===== config.mk =====
export PLATFORM = sky130hd
export DESIGN_NAME = load_store_unit
export DESIGN_NICKNAME = d
export VERILOG_FILES = /design/src/rtl/lsu_pkg.sv /design/src/rtl/lsu_align.sv /design/src/rtl/load_store_unit.sv
export SDC_FILE = /design/constraint.sdc
export NUM_CORES = 1
export LEC_CHECK = 0
export BUFFER_PORTS_ARGS = -buffer_cell sky130_fd_sc_hd__clkbuf_2
export CORE_ASPECT_RATIO = 1.2
export CORE_MARGIN = 2
export CORE_UTILIZATION = 55
export DETAILED_ROUTE_END_ITERATION = 8
export PLACE_DENSITY_LB_ADDON = 0.08
export SYNTH_ARGS = -nofsm -noshare
export SYNTH_HDL_FRONTEND = slang
export SYNTH_SLANG_ARGS = --single-unit

===== constraint.sdc =====
create_clock -name CLK -period 8.4 [get_ports CLK]
set_input_delay 1.68 -clock CLK [delete_from_list [all_inputs] [get_ports CLK]]
set_output_delay 1.68 -clock CLK [all_outputs]
set_load 0.02 [all_outputs]

===== src/rtl/lsu_pkg.sv =====
// Shared funct3 codes and FSM state type for the load/store unit.
package lsu_pkg;

    localparam int unsigned F3_BITS = 3;

    localparam logic [F3_BITS-1:0] F3_B  = 3'd0;
    localparam logic [F3_BITS-1:0] F3_H  = 3'd1;
    localparam logic [F3_BITS-1:0] F3_W  = 3'd2;
    localparam logic [F3_BITS-1:0] F3_BU = 3'd4;
    localparam logic [F3_BITS-1:0] F3_HU = 3'd5;

    typedef enum logic [2:0] {
        IDLE,
        ERR,
        LOAD,
        READ,
        WRITE,
        RESP
    } lsu_state_t;

endpackage


===== src/rtl/lsu_align.sv =====
// Byte-lane handling: merges sub-word store data into an old word and
// selects/extends the addressed lane of a loaded word.
module lsu_align
    import lsu_pkg::*;
(
    input  logic [2:0]  funct3,
    input  logic [1:0]  byte_off,
    input  logic [31:0] old_word,
    input  logic [31:0] wdata,
    input  logic [31:0] rdata,
    output logic [31:0] merged,
    output logic [31:0] load_data
);

    logic [7:0]  load_byte;
    logic [15:0] load_half;

    // Store merge: replace only the addressed byte or half lane.
    always_comb begin
        merged = old_word;
        case (funct3)
            F3_B:    merged[{byte_off, 3'b000} +: 8] = wdata[7:0];
            F3_H:    merged[{byte_off[1], 4'b0000} +: 16] = wdata[15:0];
            default: merged = wdata;
        endcase
    end

    // Load lane select followed by sign or zero extension.
    always_comb begin
        load_byte = rdata[{byte_off, 3'b000} +: 8];
        load_half = rdata[{byte_off[1], 4'b0000} +: 16];
        case (funct3)
            F3_B:    load_data = {{24{load_byte[7]}}, load_byte};
            F3_BU:   load_data = {24'h000000, load_byte};
            F3_H:    load_data = {{16{load_half[15]}}, load_half};
            F3_HU:   load_data = {16'h0000, load_half};
            default: load_data = rdata;
        endcase
    end

endmodule


===== src/rtl/load_store_unit.sv =====
// Load/store unit between the memory stage and a word-addressed RAM.
// Sub-word stores use read-modify-write; bad accesses never reach the RAM.
module load_store_unit
    import lsu_pkg::*;
#(
    parameter int unsigned ADDR_W = 10,
    parameter int unsigned DATA_W = 32
) (
    input  logic              CLK,
    input  logic              RST,
    input  logic              req_valid,
    output logic              req_ready,
    input  logic              req_write,
    input  logic [2:0]        req_funct3,
    input  logic [31:0]       req_addr,
    input  logic [DATA_W-1:0] req_wdata,
    output logic              resp_valid,
    output logic [DATA_W-1:0] resp_rdata,
    output logic              resp_error,
    output logic              MemWrite,
    output logic [ADDR_W-1:0] ram_address,
    output logic [DATA_W-1:0] ram_write_data,
    input  logic [DATA_W-1:0] ram_read_data
);

    lsu_state_t  state;
    logic [2:0]  f3_q;
    logic [1:0]  off_q;
    logic [31:0] wdata_q;
    logic        write_q;
    logic        req_err_c;
    logic [31:0] merged_c;
    logic [31:0] load_ext_c;

    // Request legality: range, funct3 validity and natural alignment.
    always_comb begin
        req_err_c = 1'b0;
        if (req_addr[31:ADDR_W+2] != '0) begin
            req_err_c = 1'b1;
        end
        if (req_write) begin
            if (req_funct3 > F3_W) begin
                req_err_c = 1'b1;
            end
        end else if (req_funct3 == 3'd3 || req_funct3 == 3'd6 || req_funct3 == 3'd7) begin
            req_err_c = 1'b1;
        end
        if ((req_funct3 == F3_H || req_funct3 == F3_HU) && req_addr[0]) begin
            req_err_c = 1'b1;
        end
        if (req_funct3 == F3_W && req_addr[1:0] != 2'b00) begin
            req_err_c = 1'b1;
        end
    end

    lsu_align u_align (
        .funct3    (f3_q),
        .byte_off  (off_q),
        .old_word  (ram_read_data),
        .wdata     (wdata_q),
        .rdata     (ram_read_data),
        .merged    (merged_c),
        .load_data (load_ext_c)
    );

    // Write enable is gated by reset so a reset edge never commits a write.
    assign MemWrite = write_q & ~RST;

    // Control FSM with registered RAM-side and response-side outputs.
    always_ff @(posedge CLK) begin
        if (RST) begin
            state          <= IDLE;
            req_ready      <= 1'b1;
            f3_q           <= 3'd0;
            off_q          <= 2'd0;
            wdata_q        <= 32'h0;
            write_q        <= 1'b0;
            resp_valid     <= 1'b0;
            resp_rdata     <= 32'h0;
            resp_error     <= 1'b0;
            ram_address    <= '0;
            ram_write_data <= 32'h0;
        end else begin
            case (state)
                IDLE: begin
                    if (req_valid) begin
                        req_ready <= 1'b0;
                        f3_q      <= req_funct3;
                        off_q     <= req_addr[1:0];
                        wdata_q   <= req_wdata;
                        if (req_err_c) begin
                            state <= ERR;
                        end else if (!req_write) begin
                            state       <= LOAD;
                            ram_address <= req_addr[ADDR_W+1:2];
                        end else if (req_funct3 == F3_W) begin
                            state          <= WRITE;
                            write_q        <= 1'b1;
                            ram_address    <= req_addr[ADDR_W+1:2];
                            ram_write_data <= req_wdata;
                        end else begin
                            state       <= READ;
                            ram_address <= req_addr[ADDR_W+1:2];
                        end
                    end
                end
                ERR: begin
                    state      <= RESP;
                    resp_valid <= 1'b1;
                    resp_error <= 1'b1;
                end
                LOAD: begin
                    state       <= RESP;
                    resp_valid  <= 1'b1;
                    resp_rdata  <= load_ext_c;
                    ram_address <= '0;
                end
                READ: begin
                    state          <= WRITE;
                    write_q        <= 1'b1;
                    ram_write_data <= merged_c;
                end
                WRITE: begin
                    state          <= RESP;
                    write_q        <= 1'b0;
                    resp_valid     <= 1'b1;
                    ram_address    <= '0;
                    ram_write_data <= 32'h0;
                end
                RESP: begin
                    state      <= IDLE;
                    req_ready  <= 1'b1;
                    resp_valid <= 1'b0;
                    resp_rdata <= 32'h0;
                    resp_error <= 1'b0;
                end
                default: begin
                    state     <= IDLE;
                    req_ready <= 1'b1;
                end
            endcase
        end
    end

endmodule


# Word level (Yosys, flattened, before mapping)
# Cells that the tools add are included.
[totals] regBits=118 out_inout_bits=78
[op_classes] add_sub_neg=2 magnitude_cmp=1 eq_ne=18 shift=6 mux=33 bitwise_logic=3 reduce_logical=21
[op_table] op="$mux 32" n=4
[op_table] op="$pmux 32 s2" n=2
[op_table] op="$pmux 32 s4" n=1
[op_table] op="$pmux 32 s3" n=1
[op_table] op="$bwmux 32" n=2
[op_table] op="$shift 16x7->32 const A" n=1
[op_table] op="$shift 8x7->32 const A" n=1
[op_table] op="$shiftx 16x7->32" n=1
[op_table] op="$shiftx 32x6->16" n=1
[op_table] op="$shiftx 32x6->8" n=1
[op_table] op="$shiftx 8x7->32" n=1
[op_table] op="$eq 3x3->1 const B" n=7
[op_table] op="$mux 10" n=2
[op_table] op="$pmux 10 s2" n=1
[op_table] op="$reduce_bool 20->1" n=1
[op_table] op="$neg 5->7" n=2
[op_table] op="$eq 3x2->1 const B" n=4
[op_table] op="$mux 3" n=4
[op_table] op="$mux 1" n=11
[op_table] op="$reduce_bool 2->1" n=5
[op_table] op="$eq 3x1->1 const B" n=3
[op_table] op="$pmux 3 s3" n=1
[op_table] op="$ne 2x2->1 const B" n=4
[op_table] op="$logic_not 3->1" n=2
[op_table] op="14 further kinds" n=21

# Depth between registers and ports, before layout
[logic_depth] depth_word=10 depth_mapped=11 mapped_depth_nobuf=7

# Cells and area by module
# A second synthesis with hierarchy kept.
[hier_totals] hier_cells=834 hier_area_um2=6746.5
[by_module_without_submodules] module="load_store_unit" n_inst=1 cells_each=545 area_each_um2=4992.3 seq_area_each_um2=2362.3
[by_module_without_submodules] module="lsu_align" n_inst=1 cells_each=289 area_each_um2=1754.2 seq_area_each_um2=0.0

# Worst setup path before layout
# OpenSTA, ideal clock, no wires.
[synth_path] kind="input to output" start="input RST" end="output MemWrite" arrival_time_ns=2.341 t_required_ns=6.720 setup_slack_ns=4.379 cell_stages=3 path_buffers=2 path_cell_list="clkbuf_1 -> clkbuf_1 -> nor2b_1"
[synth_between] elab_chain_cells=2
[synth_rtl] item="start: declaration" line_no="load_store_unit.sv:10" rtl="input logic RST,"
[synth_rtl] item="$not 1->1" line_no="load_store_unit.sv:67" rtl="assign MemWrite = write_q & ~RST;"
[synth_rtl] item="$and 1x1->1" line_no="load_store_unit.sv:67"
[synth_rtl] item="end: declaration" line_no="load_store_unit.sv:20" rtl="output logic MemWrite,"
# No other way between the ends.

# Worst setup path after layout
[layout_path] start="input req_funct3[0]" end="register ram_write_data[11]"
[layout_between] elab_chain_cells=9 elab_cells_between_ends=20 classes_between="order compare (1); eq/ne (8); mux (5); reduce/logical (6)"
[layout_rtl] item="start: declaration" line_no="load_store_unit.sv:14" rtl="input logic [2:0] req_funct3,"
[layout_rtl] item="branches (longest 8 deep; another with $gt 3x2->1)"
[layout_rtl] item="$reduce_and 5->1 (no line) (*)"
[layout_rtl] item="end signal: assignment" line_no="load_store_unit.sv:100" rtl="ram_write_data <= req_wdata;"
[layout_rtl] item="end signal: assignment" line_no="load_store_unit.sv:121" rtl="ram_write_data <= merged_c;"
[layout_rtl] item="end: declaration" line_no="load_store_unit.sv:22" rtl="output logic [DATA_W-1:0] ram_write_data,"
# Every way passes the cells marked *.
# A chain may end at the register's enable or synchronous reset.

==> flow_summary.ini <==
[grt]
grt_antenna_before_repair = 0
grt_first_pass_wirelength_um = 31600
vias_in_the_first_global_route = 6174
pin_count_of_the_biggest_net_entering_global_routing = 84
grt_overflow_total = 0
grt_util_all_layers_pct = 33.0

[die]
floorplan.initialDensity_pct = 57.0
io_pins = 181
fp-row-count = 42
core_region_area_sq_um = 11100
dieWidth_um = 102
dieArea_sq_um = 12400
die_height_um = 122

[finish]
areaGrowthSynthToFinish_pct = 23.9
final.fill_count = 972
mostFrequentLayoutCells = 179 x sky130_fd_sc_hd__clkbuf_2, 117 x sky130_fd_sc_hd__dfxtp_1, 104 x sky130_fd_sc_hd__nand2_1, 104 x sky130_fd_sc_hd__a21oi_1, 42 x sky130_fd_sc_hd__nand2b_1
most_frequent_standard_cell_in_the_layout_excluding_fill_and_tap_cells = sky130_fd_sc_hd__clkbuf_2
drive_above_1_share_pct = 26.4
multi_input_area_sq_um = 3660
fin_nets = 1018
antennaDiodeCount = 0
seqCellArea_sq_um = 2360
layout.core_utilization_pct = 70.6

[min_path]
path_class_of_the_lowest_slack_min_delay_path = flop to flop

[routing]
drt_first_iter_violations = 586
antenna_violating_nets_post_route = 0
wirelength_um = 20500
detailroute.via_count = 6638
avgRoutedWirePerCell_um = 19.0
route.detailed.vias_per_inst = 6.16
first_pass_iters = 5
drc_errors = 0

[critical_path]
arrival_ns = 4.29
crit_path_frequent_cell = sky130_fd_sc_hd__nand2_1
cp_cell_sequence = clkbuf_2 > nor4bb_1 > nand2_1 > nand2_1 > buf_4 > and2_1 > a211oi_2
worst-endpoint-required_ns = 8.66
critical_path.max_fanout = 23
cp_slowest_cell = sky130_fd_sc_hd__nor4bb_1
critPathMaxStageDelay_ns = 0.57
start_kind = primary input
kind_of_end_point_of_the_critical_path = flop
setup.worst_path.class = primary input to flop

[cts]
cts-resized-gates = 0
cts_sinks = 118
worstSkewPairLatency_ns = 0.42
ctsHoldBuffers = 0
cts.reportedPaths.clkPinSlew_ns = 0.05
clk_path_buf_depth = 2
cts_setup_buffers = 0
clock_tree.htree_level_count = 4
cts_buffers = 17
clock_tree_from_tritoncts = yes
clk_root_buffer_cell = sky130_fd_sc_hd__clkbuf_16

[synthesis]
yosysSeqAreaShare_pct = 37.2
syn-num-nets = 876
synthesis.instances = 768
synth-main-ff-cell = sky130_fd_sc_hd__dfxtp_1
ys_async_sr_fraction_pct = 0
netlist_area_sq_um = 6350
postSynthRegisterBits = 118
synth_cell_types = 46
syn-mean-instance-area_sq_um = 8.26
yosysWarningCount = 0
synth_edf_count = 0

[pwr]
power_density_nw_per_um2 = 211
vdd_drop_max_uv = 146
leakagePower_nw = 3.18

[run]
maxCapViolCount = 0

[timing]
setup_repair_after_global_routing_missed_its_margin = false
clock.fmax_mhz = 248
final.setup_skew_ns = 0.00670
tightestPinTransition_ns = 1.27
tns_ns = 0
final-max-slew-violation-count = 0
hold_viol_final = 0
worst_slew_margin_rel_pct = 15.1
final_period_minus_worst_setup_slack_ns = 4.03
final_min_period_over_clock_period_pct = 48.0
finalSetupViolCount = 0

[place]
gpl.final_weighted_congestion = 0.913
detailed_placer_s_ending_hpwl_um = 14700
port_buffers = 180

[outcome]
outcome = finished clean
[cell usage after synthesis (all sizes together), types with 3 or more instances]
cell / n / area share [%]
a211oi: 32 / 4.4
a21oi: 105 / 8.3
a221oi: 24 / 3.3
a22o: 24 / 3.3
a2bb2oi: 16 / 2.2
a32o: 8 / 1.3
buf: 23 / 2.0
clkbuf: 45 / 2.7
dfxtp: 118 / 37
ha: 5 / 0.99
inv: 13 / 0.77
mux2i: 39 / 6.2
nand2: 104 / 6.2
nand2b: 42 / 4.1
nor2: 38 / 2.2
nor2b: 20 / 2.0
nor3: 5 / 0.39
nor4: 7 / 0.93
nor4b: 3 / 0.41
nor4bb: 3 / 0.47
o21a: 25 / 3.0
o21ai: 14 / 1.1
o22ai: 25 / 2.5
o31ai: 5 / 0.59
or2: 3 / 0.30
[cells by family (layout without fill, tap and decap cells)]
kind of cell	after synthesis	count (layout)	synth area share (%)
AOI/OAI and AO/OA	287	287	31.5
and+or+nand+nor	235	235	18.0
DFF	118	118	37.2
buffers and inverters	81	236	5.42
muxes	42	42	6.86
adders and majority gates	5	5	0.986
[power breakdown]
group          total [mW]  internal, mW  switching, mW
combinational       0.294         0.111          0.182
clock               0.748         0.476          0.272
sequential          0.618         0.590         0.0274
total                1.66          1.18          0.482
[path summary, 6_finish.rpt]
check                      from            endpoint  slack (ns)  cells after the start
setup / recovery  req_funct3[0]  ram_write_data[11]        4.37                      7
hold / removal    resp_rdata[0]       resp_rdata[0]        0.46                      2
setup reg to reg       state[1]  ram_write_data[11]        4.96                      7
hold reg to reg   resp_rdata[0]       resp_rdata[0]        0.46                      2
[final cells by class]
type                            instances  area share, %
Multi-Input combinational cell        569           46.5
Sequential cell                       118           30.1
Timing Repair Buffer                  191           12.5
Clock buffer                           18           5.59
Tap cell                              154           2.45
Clock inverter                         14           2.24
Inverter                               13          0.621
[metrics by stage]
stage	cell area [sq um]	power [mW]	worst slack (ns)	hold slack [ns]	instances
global route	7860	1.72	4.10	0.473	1077
floorplan	6350	0.819	4.38	0.433	768
CTS	7860	1.66	4.41	0.461	1077
detailed placement	7250	0.916	3.98	0.450	1045
global placement	7250	0.908	4.10	0.448	1045
finish	7860	1.66	4.37	0.458	1077
[sequential cells by signal, summed over array words and instances, names as in the netlist]
signal          flops
wdata_q            32
resp_valid          1
write_q             1
req_ready           1
resp_rdata         32
ram_address        10
resp_error          1
state               3
f3_q                3
ram_write_data     32
off_q               2
[worst max-delay path, delay by kind of cell]
family / cells / cell delay (ns)
buffers and inverters: 2 / 0.46
AND/OR/NAND/NOR: 4 / 1.99
AO/OA/AOI/OAI: 1 / 0.13
[routing by layer]
metal	vias to the layer above	global-route usage, %	wire length (um)
met3	58	6.48	1750
li1	3113	-	-
met5	-	0	0
met2	326	55.3	9980
met1	3141	41.1	7970
met4	0	14.0	781
Note: power is estimated with default switching activity, not from simulation.
